File: src/rtl/frame_update_sequencer_pkg.sv
// Shared definitions for the per-frame game update sequencer.
// Holds the sequencer state encoding and the default frame-divider and timeout settings.
package frame_update_sequencer_pkg;

    typedef enum logic [2:0] {
        IDLE,
        STEP_P,
        WAIT_P,
        STEP_B,
        WAIT_B,
        STEP_K,
        WAIT_K
    } seq_state_t;

    localparam int BALL_DIV_DEF  = 1;
    localparam int BRICK_DIV_DEF = 60;
    localparam int TIMEOUT_DEF   = 1023;

endpackage

File: src/rtl/frame_update_sequencer_divider.sv
// Frame divider: reports "due" on every DIV-th tick.
// The count advances on each tick and wraps to zero on the tick where it was due.
module frame_divider #(
    parameter int DIV = 1
) (
    input  logic clk,
    input  logic rst,
    input  logic tick,
    output logic due
);

    localparam int W = (DIV > 1) ? $clog2(DIV) : 1;
    localparam logic [W-1:0] LAST = W'(DIV - 1);

    logic [W-1:0] cnt;

    // Due is judged on the count before this tick, so the first due tick is tick number DIV.
    assign due = (cnt == LAST);

    always_ff @(posedge clk) begin
        if (rst) begin
            cnt <= '0;
        end else if (tick) begin
            cnt <= due ? '0 : cnt + W'(1);
        end
    end

endmodule

File: src/rtl/frame_update_sequencer.sv
// Per-frame scheduler: strobes paddle, ball and brick updates in order during vertical blank,
// waiting on each done handshake (with a timeout) before moving on.
module frame_update_sequencer
    import frame_update_sequencer_pkg::*;
#(
    parameter int BALL_DIV  = BALL_DIV_DEF,
    parameter int BRICK_DIV = BRICK_DIV_DEF,
    parameter int TIMEOUT   = TIMEOUT_DEF
) (
    input  logic        clk,
    input  logic        rst,
    input  logic        enable,
    input  logic        frame_start,
    input  logic        clear_err,
    output logic        paddle_step,
    input  logic        paddle_done,
    output logic        ball_step,
    input  logic        ball_done,
    output logic        brick_step,
    input  logic        brick_done,
    output logic        busy,
    output logic        overrun,
    output logic        timeout_err,
    output logic [15:0] frame_count
);

    localparam int TW = ($clog2(TIMEOUT + 1) > 1) ? $clog2(TIMEOUT + 1) : 1;
    localparam logic [TW-1:0] WAIT_LAST = TW'(TIMEOUT);

    seq_state_t    state;
    seq_state_t    next_state;
    logic [TW-1:0] wait_cnt;
    logic          ball_due_now;
    logic          brick_due_now;
    logic          ball_due;
    logic          brick_due;
    logic          accept;
    logic          drop;
    logic          in_wait;
    logic          done_sel;
    logic          wait_expired;
    logic          wait_exit;
    logic          timeout_evt;
    logic          paddle_step_d;
    logic          ball_step_d;
    logic          brick_step_d;
    logic          busy_d;

    assign accept       = (state == IDLE) && frame_start && enable;
    assign drop         = (state != IDLE) && frame_start;
    assign in_wait      = state inside {WAIT_P, WAIT_B, WAIT_K};
    assign wait_expired = (wait_cnt == WAIT_LAST);
    assign wait_exit    = in_wait && (done_sel || wait_expired);
    assign timeout_evt  = in_wait && !done_sel && wait_expired;

    frame_divider #(.DIV(BALL_DIV)) u_ball_div (
        .clk  (clk),
        .rst  (rst),
        .tick (accept),
        .due  (ball_due_now)
    );

    frame_divider #(.DIV(BRICK_DIV)) u_brick_div (
        .clk  (clk),
        .rst  (rst),
        .tick (accept),
        .due  (brick_due_now)
    );

    always_comb begin
        done_sel = 1'b0;
        case (state)
            WAIT_P:  done_sel = paddle_done;
            WAIT_B:  done_sel = ball_done;
            WAIT_K:  done_sel = brick_done;
            default: done_sel = 1'b0;
        endcase
    end

    // Strobes and busy are decoded from the next state and registered alongside it.
    always_ff @(posedge clk) begin
        if (rst) begin
            state       <= IDLE;
            wait_cnt    <= '0;
            ball_due    <= 1'b0;
            brick_due   <= 1'b0;
            paddle_step <= 1'b0;
            ball_step   <= 1'b0;
            brick_step  <= 1'b0;
            busy        <= 1'b0;
            overrun     <= 1'b0;
            timeout_err <= 1'b0;
            frame_count <= '0;
        end else begin
            state       <= next_state;
            paddle_step <= paddle_step_d;
            ball_step   <= ball_step_d;
            brick_step  <= brick_step_d;
            busy        <= busy_d;
            if (accept) begin
                frame_count <= frame_count + 16'd1;
                ball_due    <= ball_due_now;
                brick_due   <= brick_due_now;
            end
            if (state inside {STEP_P, STEP_B, STEP_K}) begin
                wait_cnt <= TW'(1);
            end else if (in_wait && !wait_exit) begin
                wait_cnt <= wait_cnt + TW'(1);
            end
            if (drop) begin
                overrun <= 1'b1;
            end else if (clear_err) begin
                overrun <= 1'b0;
            end
            if (timeout_evt) begin
                timeout_err <= 1'b1;
            end else if (clear_err) begin
                timeout_err <= 1'b0;
            end
        end
    end

    always_comb begin
        next_state = state;
        case (state)
            IDLE:   if (accept) next_state = STEP_P;
            STEP_P: next_state = WAIT_P;
            WAIT_P: begin
                if (wait_exit) begin
                    if (ball_due)       next_state = STEP_B;
                    else if (brick_due) next_state = STEP_K;
                    else                next_state = IDLE;
                end
            end
            STEP_B: next_state = WAIT_B;
            WAIT_B: begin
                if (wait_exit) next_state = brick_due ? STEP_K : IDLE;
            end
            STEP_K: next_state = WAIT_K;
            WAIT_K: if (wait_exit) next_state = IDLE;
            default: next_state = IDLE;
        endcase
    end

    always_comb begin
        paddle_step_d = (next_state == STEP_P);
        ball_step_d   = (next_state == STEP_B);
        brick_step_d  = (next_state == STEP_K);
        busy_d        = (next_state != IDLE);
    end

endmodule
File: config.mk
export PLATFORM = sky130hd
export DESIGN_NAME = frame_update_sequencer
export DESIGN_NICKNAME = d
export VERILOG_FILES = /design/src/rtl/frame_update_sequencer_pkg.sv /design/src/rtl/frame_update_sequencer_divider.sv /design/src/rtl/frame_update_sequencer.sv
export SDC_FILE = /design/constraint.sdc
export NUM_CORES = 1
export LEC_CHECK = 0
export ABC_AREA = 1
export BUFFER_PORTS_ARGS = -buffer_cell sky130_fd_sc_hd__buf_2
export CAP_MARGIN = 0
export CORE_MARGIN = 2
export CORE_UTILIZATION = 50
export CTS_CLUSTER_SIZE = 40
export DETAILED_ROUTE_END_ITERATION = 10
export MAX_ROUTING_LAYER = met4
export PLACE_DENSITY_LB_ADDON = 0.05
export SETUP_SLACK_MARGIN = 0.4
export SKIP_LAST_GASP = 1
export SYNTH_ARGS = -nofsm -noshare
export SYNTH_HDL_FRONTEND = slang
export SYNTH_SLANG_ARGS = --single-unit
File: constraint.sdc
create_clock -name clk -period 1.55 [get_ports clk]
set_clock_uncertainty 0.05 [all_clocks]
set_input_delay 0 -clock clk [delete_from_list [all_inputs] [get_ports clk]]
set_output_delay 0 -clock clk [all_outputs]
set_load 0.005 [all_outputs]
==> qor.txt, run 1 <==
status: finished, violations left
failing checks: negative setup slack
Final Hold Vio Count: 0
logic gate share of total power: 0.117
CTS Buf Count: 5
vias: 2203
Reg power frac: 0.500
Initial DRC Count: 134
Slew headroom: 0.7988
placed cells: 385
GRT Total Usage: 0.2250
io pins: 30
clk slew on worst S/H paths: 0.09 ns
Die Width: 69.47 um
Post-synth EDFFs: 0
hold path endpoint: frame_count[1]$_SDFFE_PP0P_
post-route ant nets: 0
pwr dens: 687.7 nW/um2
reg2reg end: wait_cnt[6]$_SDFFE_PP0P_
Area Overhead vs Synth: 53.41%
RR Startpoint: wait_cnt[7]$_SDFFE_PP0P_
largest net degree at the start of global routing: 15
Distinct cells, synth: 32
# rows: 23
post-DP HPWL: 3389 um
yosys warns: 0
Post-Route WL: 5873 um
Placer Congestion: 0.8586
syn_nets: 313
Sink Count: 43
IO buf count: 29
WHS Path Cells: 3
Clk network pwr share: 0.383
Critical Path AT: 1.72 ns
RSZ-0062 raised after global routing: true
synth top area cells: dfxtp_1, nand2_1, a21oi_1
dominant synthesized flop cell: dfxtp_1
Seq cells post-synth: 43
Critical Path Source Type: flop
H-tree levels: 2
CP max FO: 5
Hold Crit Start: rst
Nets: 384
n_diodes: 0
die height: 69.47 um
Hold Path Class: input port to flop
core area: 4058 um2
Starting Density: 0.5282
net switching power: 0.5474 mW
final setup fails: 1
CP endpoint kind: flop
cells on worst reg2reg path: 7
CTS Root Cell: clkbuf_8
setup ws final: -0.01961 ns
mean post-synth cell area: 7.097 um2
wire per inst: 13.85 um
first-pass GRT wire length: 8618 um
cell taking the most area after synthesis: dfxtp_1
Worst Tran Pin Value: 0.3002 ns
clock latency at the later pin of the worst-skew pair: 0.30 ns
Post-Syn Area: 2143 um2
Switching Fraction: 0.2420
Post-Layout Cell Count: 424
Core Util, Final: 0.8104
Peak supply drop: 653.4 uV
internal cell power: 1.714 mW
Syn Inst Count: 302
Yosys top cell area share: 0.4016
Final Max Tran Viols: 0
Max Cap Viol: 0
Lkg Pwr: 1.412 nW
crit path time final: 1.570 ns
clk buf depth: 2
sequential fraction of the synthesis area: 0.4016
critical path class: flop to flop
GRT overflow: 0
Max Clk Rate: 0.6371 GHz
reg-to-reg setup timing slack: -0.02 ns
Async SR Flop Fraction: 0
antenna violations before repair: 0
drt pass-1 iters: 5
die area: 4826 um2
CTS tree: yes
share of cells above drive strength 1: 0.4920
period utilisation layout: 1.013
vias in the first global route: 1960
CP Data Required Time: 1.70 ns
Via density: 5.196
DRC: 0
[cells in the mapped netlist, types with 2 or more instances]
| library cell | count |
|---|---|
| nand2_1 | 68 |
| dfxtp_1 | 43 |
| inv_1 | 37 |
| nor2_1 | 33 |
| a21oi_1 | 28 |
| nand3_1 | 21 |
| nor3_1 | 10 |
| nand4_1 | 7 |
| o21ai_0 | 7 |
| nor2_2 | 5 |
| xor2_1 | 5 |
| inv_2 | 4 |
| o21a_1 | 4 |
| ha_1 | 3 |
| nand3_2 | 3 |
| xnor2_1 | 3 |
| clkbuf_1 | 2 |
| nand2_2 | 2 |
| nand4_2 | 2 |
| nor2_4 | 2 |
| o21ai_1 | 2 |
[cell usage in the layout (no fill, tap or decap), types with 4 or more instances in the layout]
master / n
nand2_1: 45
inv_1: 33
buf_2: 29
dfxtp_1: 28
nor2_1: 26
buf_4: 22
nand2_2: 18
a21oi_1: 15
nand3_2: 14
a21oi_2: 13
buf_6: 12
nor2_4: 11
dfxtp_4: 10
nand4_1: 7
nand2_4: 7
nor3_1: 7
nand3_1: 7
o21ai_2: 6
nand3_4: 5
xor2_1: 5
clkbuf_8: 5
dfxtp_2: 5
inv_2: 4
o21a_1: 4
[power by group through the flow]
stage               sequential, mW  combinational, mW  clock (mW)
finish                        1.13              0.265       0.866
detailed placement            1.16              0.162           0
global route                  1.13              0.289       0.921
global placement              1.16              0.159           0
floorplan                     1.16              0.108           0
CTS                           1.13              0.191       0.878
[registers in the layout (all words and copies together) (netlist names)]
signal and flops:
overrun 1, brick_step 1, state 3, timeout_err 1
brick_due 1, ball_step 1, ball_due 1, paddle_step 1
frame_count 16, u_brick_div.cnt 6, busy 1, wait_cnt 10
[layout make-up]
type | instances | area [um2]
sequential | 43 | 904.6
multi-input combinational | 215 | 1540
clock inverter | 1 | 30.03
tap | 50 | 62.56
inverter | 41 | 168.9
clock buffer | 7 | 76.32
timing repair buffer | 67 | 505.5
fill | 260 | 769.5
[repair_timing]
item	in CTS	in global routing
hold endpoints to repair	2	0
hold buffers	2	0
buffers inserted	14	13
gates cloned	1	1
setup endpoints to repair	41	42
pin swaps	15	36
resized for setup	26	78
[worst max path at each step]
stage	startpoint	end	slack, ns	depth (start not counted)
2_1_floorplan	wait_cnt[0]$_SDFFE_PP0P_	wait_cnt[8]$_SDFFE_PP0P_	0.17	9
3_3_place_gp	state[2]$_SDFF_PP0_	wait_cnt[6]$_SDFFE_PP0P_	-0.04	5
3_5_place_dp	state[2]$_SDFF_PP0_	wait_cnt[6]$_SDFFE_PP0P_	-0.02	5
4_1_cts	wait_cnt[0]$_SDFFE_PP0P_	busy$_SDFF_PP0_	0.08	10
5_1_grt	wait_cnt[7]$_SDFFE_PP0P_	wait_cnt[6]$_SDFFE_PP0P_	-0.1	7
6_report	wait_cnt[7]$_SDFFE_PP0P_	wait_cnt[6]$_SDFFE_PP0P_	-0.02	7
[metal layers]
layer  part of all wire  routed length (um)  global-route usage
met5                  0                   0                   -
met4              0.025                 148             0.07625
met3              0.028                 166             0.04506
met2               0.50                2916              0.3675
met1               0.45                2641              0.2785
[metrics by stage]
step	setup TNS, ns	power (mW)	instance area (um2)	hold WS [ns]	setup slack, ns
6_report	-0.01961	2.261	3288	0.06090	-0.01961
3_5_place_dp	-0.03691	1.325	2549	0.2192	-0.02442
5_1_grt	-0.4908	2.344	3288	0.07086	-0.09974
3_3_place_gp	-0.05306	1.322	2549	0.2207	-0.03892
4_1_cts	0	2.203	2880	0.02881	0.08267
2_1_floorplan	0	1.270	2313	0.01907	0.1668
[cells by family after synthesis]
logic type | synth area share
buffers and inverters | 0.08056
and+or+nand+nor | 0.3672
DFF | 0.4016
adders and majority gates | 0.01752
AOI/OAI and AO/OA | 0.1004
xor gates and xnor gates | 0.03269
[worst max-delay path, stage by stage (launching register included)]
cell     delay [ns]
dfxtp_1        0.43
nand2_1        0.13
nor2_1         0.21
nand3_4        0.13
nand3_4        0.18
inv_2          0.08
a21oi_1        0.20
nor3_2         0.07
Power figures use the tool's default switching activity.
==> inputs of run 2 (changes only) <==
--- a/config.mk
+++ b/config.mk
@@ -5,7 +5,6 @@
 export SDC_FILE = /design/constraint.sdc
 export NUM_CORES = 1
 export LEC_CHECK = 0
-export ABC_AREA = 1
 export BUFFER_PORTS_ARGS = -buffer_cell sky130_fd_sc_hd__buf_2
 export CAP_MARGIN = 0
 export CORE_MARGIN = 2
@@ -14,7 +13,7 @@
 export DETAILED_ROUTE_END_ITERATION = 10
 export MAX_ROUTING_LAYER = met4
 export PLACE_DENSITY_LB_ADDON = 0.05
-export SETUP_SLACK_MARGIN = 0.4
+export SETUP_SLACK_MARGIN = 0.15
 export SKIP_LAST_GASP = 1
 export SYNTH_ARGS = -nofsm -noshare
 export SYNTH_HDL_FRONTEND = slang
==> run 2 against run 1 <==
The run still ends with negative setup slack left. Critical path depth down 2. Area after synthesis down 8.5%. Sequential power about the same. Sequential cell count did not move. Largest cell class unchanged.
==> qor.txt, run 2 <==
Slew headroom: 0.6490 (-0.1497)
Seq cells post-synth: 43 (unchanged)
Post-Route WL: 4755 um (-19%)
Max Cap Viol: 0 (unchanged)
failing checks: negative setup slack
H-tree levels: 2 (unchanged)
cell taking the most area after synthesis: dfxtp_1
clock latency at the later pin of the worst-skew pair: 0.30 ns (about the same)
CP max FO: 4 (-1)
CTS tree: yes
commonest non-fill, non-tap cell in the layout: nor2_1
setup ws final: -0.1381 ns (-0.1185 ns)
pwr dens: 723.5 nW/um2 (+5.2%)
critical path class: flop to flop
GRT overflow: 0 (unchanged)
Lkg Pwr: 1.189 nW (-16%)
drt pass-1 iters: 4 (-1)
Critical Path Source Type: flop
share of cells above drive strength 1: 0.4557 (-0.03624)
slowest stage delay, CP: 0.49 ns (+0.06 ns)
Largest Register: frame_count
Post-synth EDFFs: 0 (unchanged)
CP Data Required Time: 1.74 ns (+0.04 ns)
IO buf count: 29 (unchanged)
most frequent cells in the layout: nor2_1, dfxtp_1, buf_4
Final Hold Vio Count: 0 (unchanged)
top-count cell post-synth: dfxtp_1
Hold Path Class: input port to flop
largest net degree at the start of global routing: 20 (+5)
Max Clk Rate: 0.5924 GHz (-7.0%)
sequential fraction of the synthesis area: 0.4388 (+0.03714)
yosys warns: 0 (unchanged)
crit path time final: 1.688 ns (+0.1185 ns)
clk buf depth: 2 (unchanged)
GRT Total Usage: 0.2237 (-0.001257)
Yosys top cell area share: 0.4388 (+0.03714)
Initial DRC Count: 108 (-19%)
RSZ-0062 raised after global routing: true
crit-path cells: ha_4, nand3_4, or3_4, or4b_4, a21oi_2
wire per inst: 13.47 um (-2.8%)
core area: 3716 um2 (-8.4%)
Distinct cells, synth: 39 (+22%)
# fillers: 249 (-4.2%)
status: finished, violations left
CTS Root Cell: clkbuf_8
Post-Syn Area: 1962 um2 (-8.5%)
Worst Tran Pin Value: 0.5264 ns (+0.2262 ns)
Peak supply drop: 676.1 uV (+3.5%)
post-route ant nets: 0 (unchanged)
Critical Path AT: 1.88 ns (+0.16 ns)
Nets: 315 (-18%)
max reg flops: 16 (unchanged)
CP endpoint kind: flop
vias in the first global route: 1685 (-14%)
die area: 4441 um2 (-8.0%)
Area after DPL: 2565 um2 (+0.64%)
cell area after layout: 2968 um2 (-9.7%)
Area Overhead vs Synth: 51.28%
dominant synthesized flop cell: dfxtp_1
io pins: 30 (unchanged)
post-DP HPWL: 3085 um (-8.9%)
Syn Inst Count: 228 (-25%)
Final Max Tran Viols: 0 (unchanged)
n_diodes: 0 (unchanged)
mean post-synth cell area: 8.605 um2 (+21%)
Async SR Flop Fraction: 0 (unchanged)
vias: 1842 (-16%)
final setup fails: 20 (+19)
Sink Count: 43 (unchanged)
die height: 66.64 um (-4.1%)
Regs by FF count: frame_count: 16 flops, wait_cnt: 10 flops, u_brick_div.cnt: 6 flops
antenna violations before repair: 0 (unchanged)
Slowest cell on crit path: or4b_4
Hold Slack: 0.1762 ns (+0.1153 ns)
Placer Congestion: 0.8097 (-5.7%)
period utilisation layout: 1.089 (+0.07644)
clk slew on worst S/H paths: 0.08 ns (about the same)
first-pass GRT wire length: 7403 um (-14%)
synth top area cells: dfxtp_1, nor2_1, xnor2_1
Starting Density: 0.5279 (about the same)
Via density: 5.218 (+0.43%)
top cells by count, synth: dfxtp_1, nor2_1, nand2_1
DRC: 0 (unchanged)
syn_nets: 239 (-24%)
# rows: 22 (-4.3%)
Die Width: 66.64 um (-4.1%)
CTS Buf Count: 5 (unchanged)
run 2: cell types whose count changed in the layout (fill, tap and decap cells not counted), moves of 10 or more:
cell / previous run / this run
inv_1: 33 / 5
nand2_1: 45 / 17
nand2_2: 18 / 4
nand3_2: 14 / 2
buf_4: 22 / 33
nor2_1: 26 / 37
nor2_4: 11 / 1
xnor2_1: 2 / 12
run 2: final timing paths:
path / start / end / slack [ns] / cells after the start
setup / recovery: wait_cnt[0]$_SDFFE_PP0P_ / timeout_err$_SDFFE_PP0P_ / -0.14 / 5
hold / removal: enable / paddle_step$_SDFF_PP0_ / 0.18 / 4
setup reg to reg: wait_cnt[0]$_SDFFE_PP0P_ / timeout_err$_SDFFE_PP0P_ / -0.14 / 5
hold reg to reg: u_brick_div.cnt[1]$_SDFFE_PP0P_ / u_brick_div.cnt[1]$_SDFFE_PP0P_ / 0.43 / 2
run 2: cells by family after synthesis:
group,after synthesis,share of synthesized area
adders and majority gates,3,0.01913
buffers and inverters,13,0.02678
xor gates and xnor gates,28,0.1250
AOI/OAI and AO/OA,22,0.06888
DFF,43,0.4388
and+or+nand+nor,116,0.3055
muxes,3,0.01594
run 2: area by class of cell:
| class | count | area [um2] | area share |
|---|---|---|---|
| Sequential cell | 43 | 879.6 | 0.2964 |
| Clock buffer | 8 | 100.1 | 0.03373 |
| Timing Repair Buffer | 76 | 555.5 | 0.1872 |
| Multi-Input combinational cell | 173 | 1354 | 0.4562 |
| Inverter | 5 | 18.77 | 0.006324 |
| Tap cell | 48 | 60.06 | 0.02024 |
run 2: what timing repair did:
item,CTS,global route
buffers inserted,0,8
setup endpoints to repair,40,41
pin swaps,8,29
hold buffers,3,0
hold endpoints to repair,9,0
cloned,1,0
gates resized for setup,13,36
run 2: power by group:
group,total [mW],leakage (nW),switching (mW),internal (mW)
registers,1.14,0.353,0.0182,1.12
logic,0.233,0.785,0.118,0.115
clock network,0.778,0.0515,0.371,0.407
total,2.15,1.19,0.507,1.64
run 2: layer usage:
metal / share of wire / GRT usage / wire length, um / vias to the layer above
li1: - / - / - / 938
met1: 0.47 / 0.2788 / 2217 / 863
met2: 0.49 / 0.3663 / 2332 / 34
met3: 0.032 / 0.05236 / 150 / 7
met4: 0.011 / 0.05867 / 53 / 0
met5: 0 / - / 0 / -
run 2: per-stage QoR:
step	cells	setup slack, ns	util	setup TNS (ns)	total power [mW]
after floorplan	228	-0.03338	-	-0.05376	1.283
after global placement	333	-0.06972	0.6902	-0.4817	1.352
after CTS	345	-0.1037	0.7418	-0.8171	2.134
after global routing	353	-0.1770	0.7987	-3.242	2.226
after detailed placement	333	-0.1099	0.6902	-0.9413	1.354
final	353	-0.1381	0.7987	-0.8238	2.147
run 2: worst max-delay path: cells and delay by family (launching register included):
kind / cells / cell delay (ns)
adder cells (fa/ha/maj): 1 / 0.15
AO/OA/AOI/OAI: 1 / 0.12
AND/OR/NAND/NOR: 3 / 0.95
flip-flops: 1 / 0.36
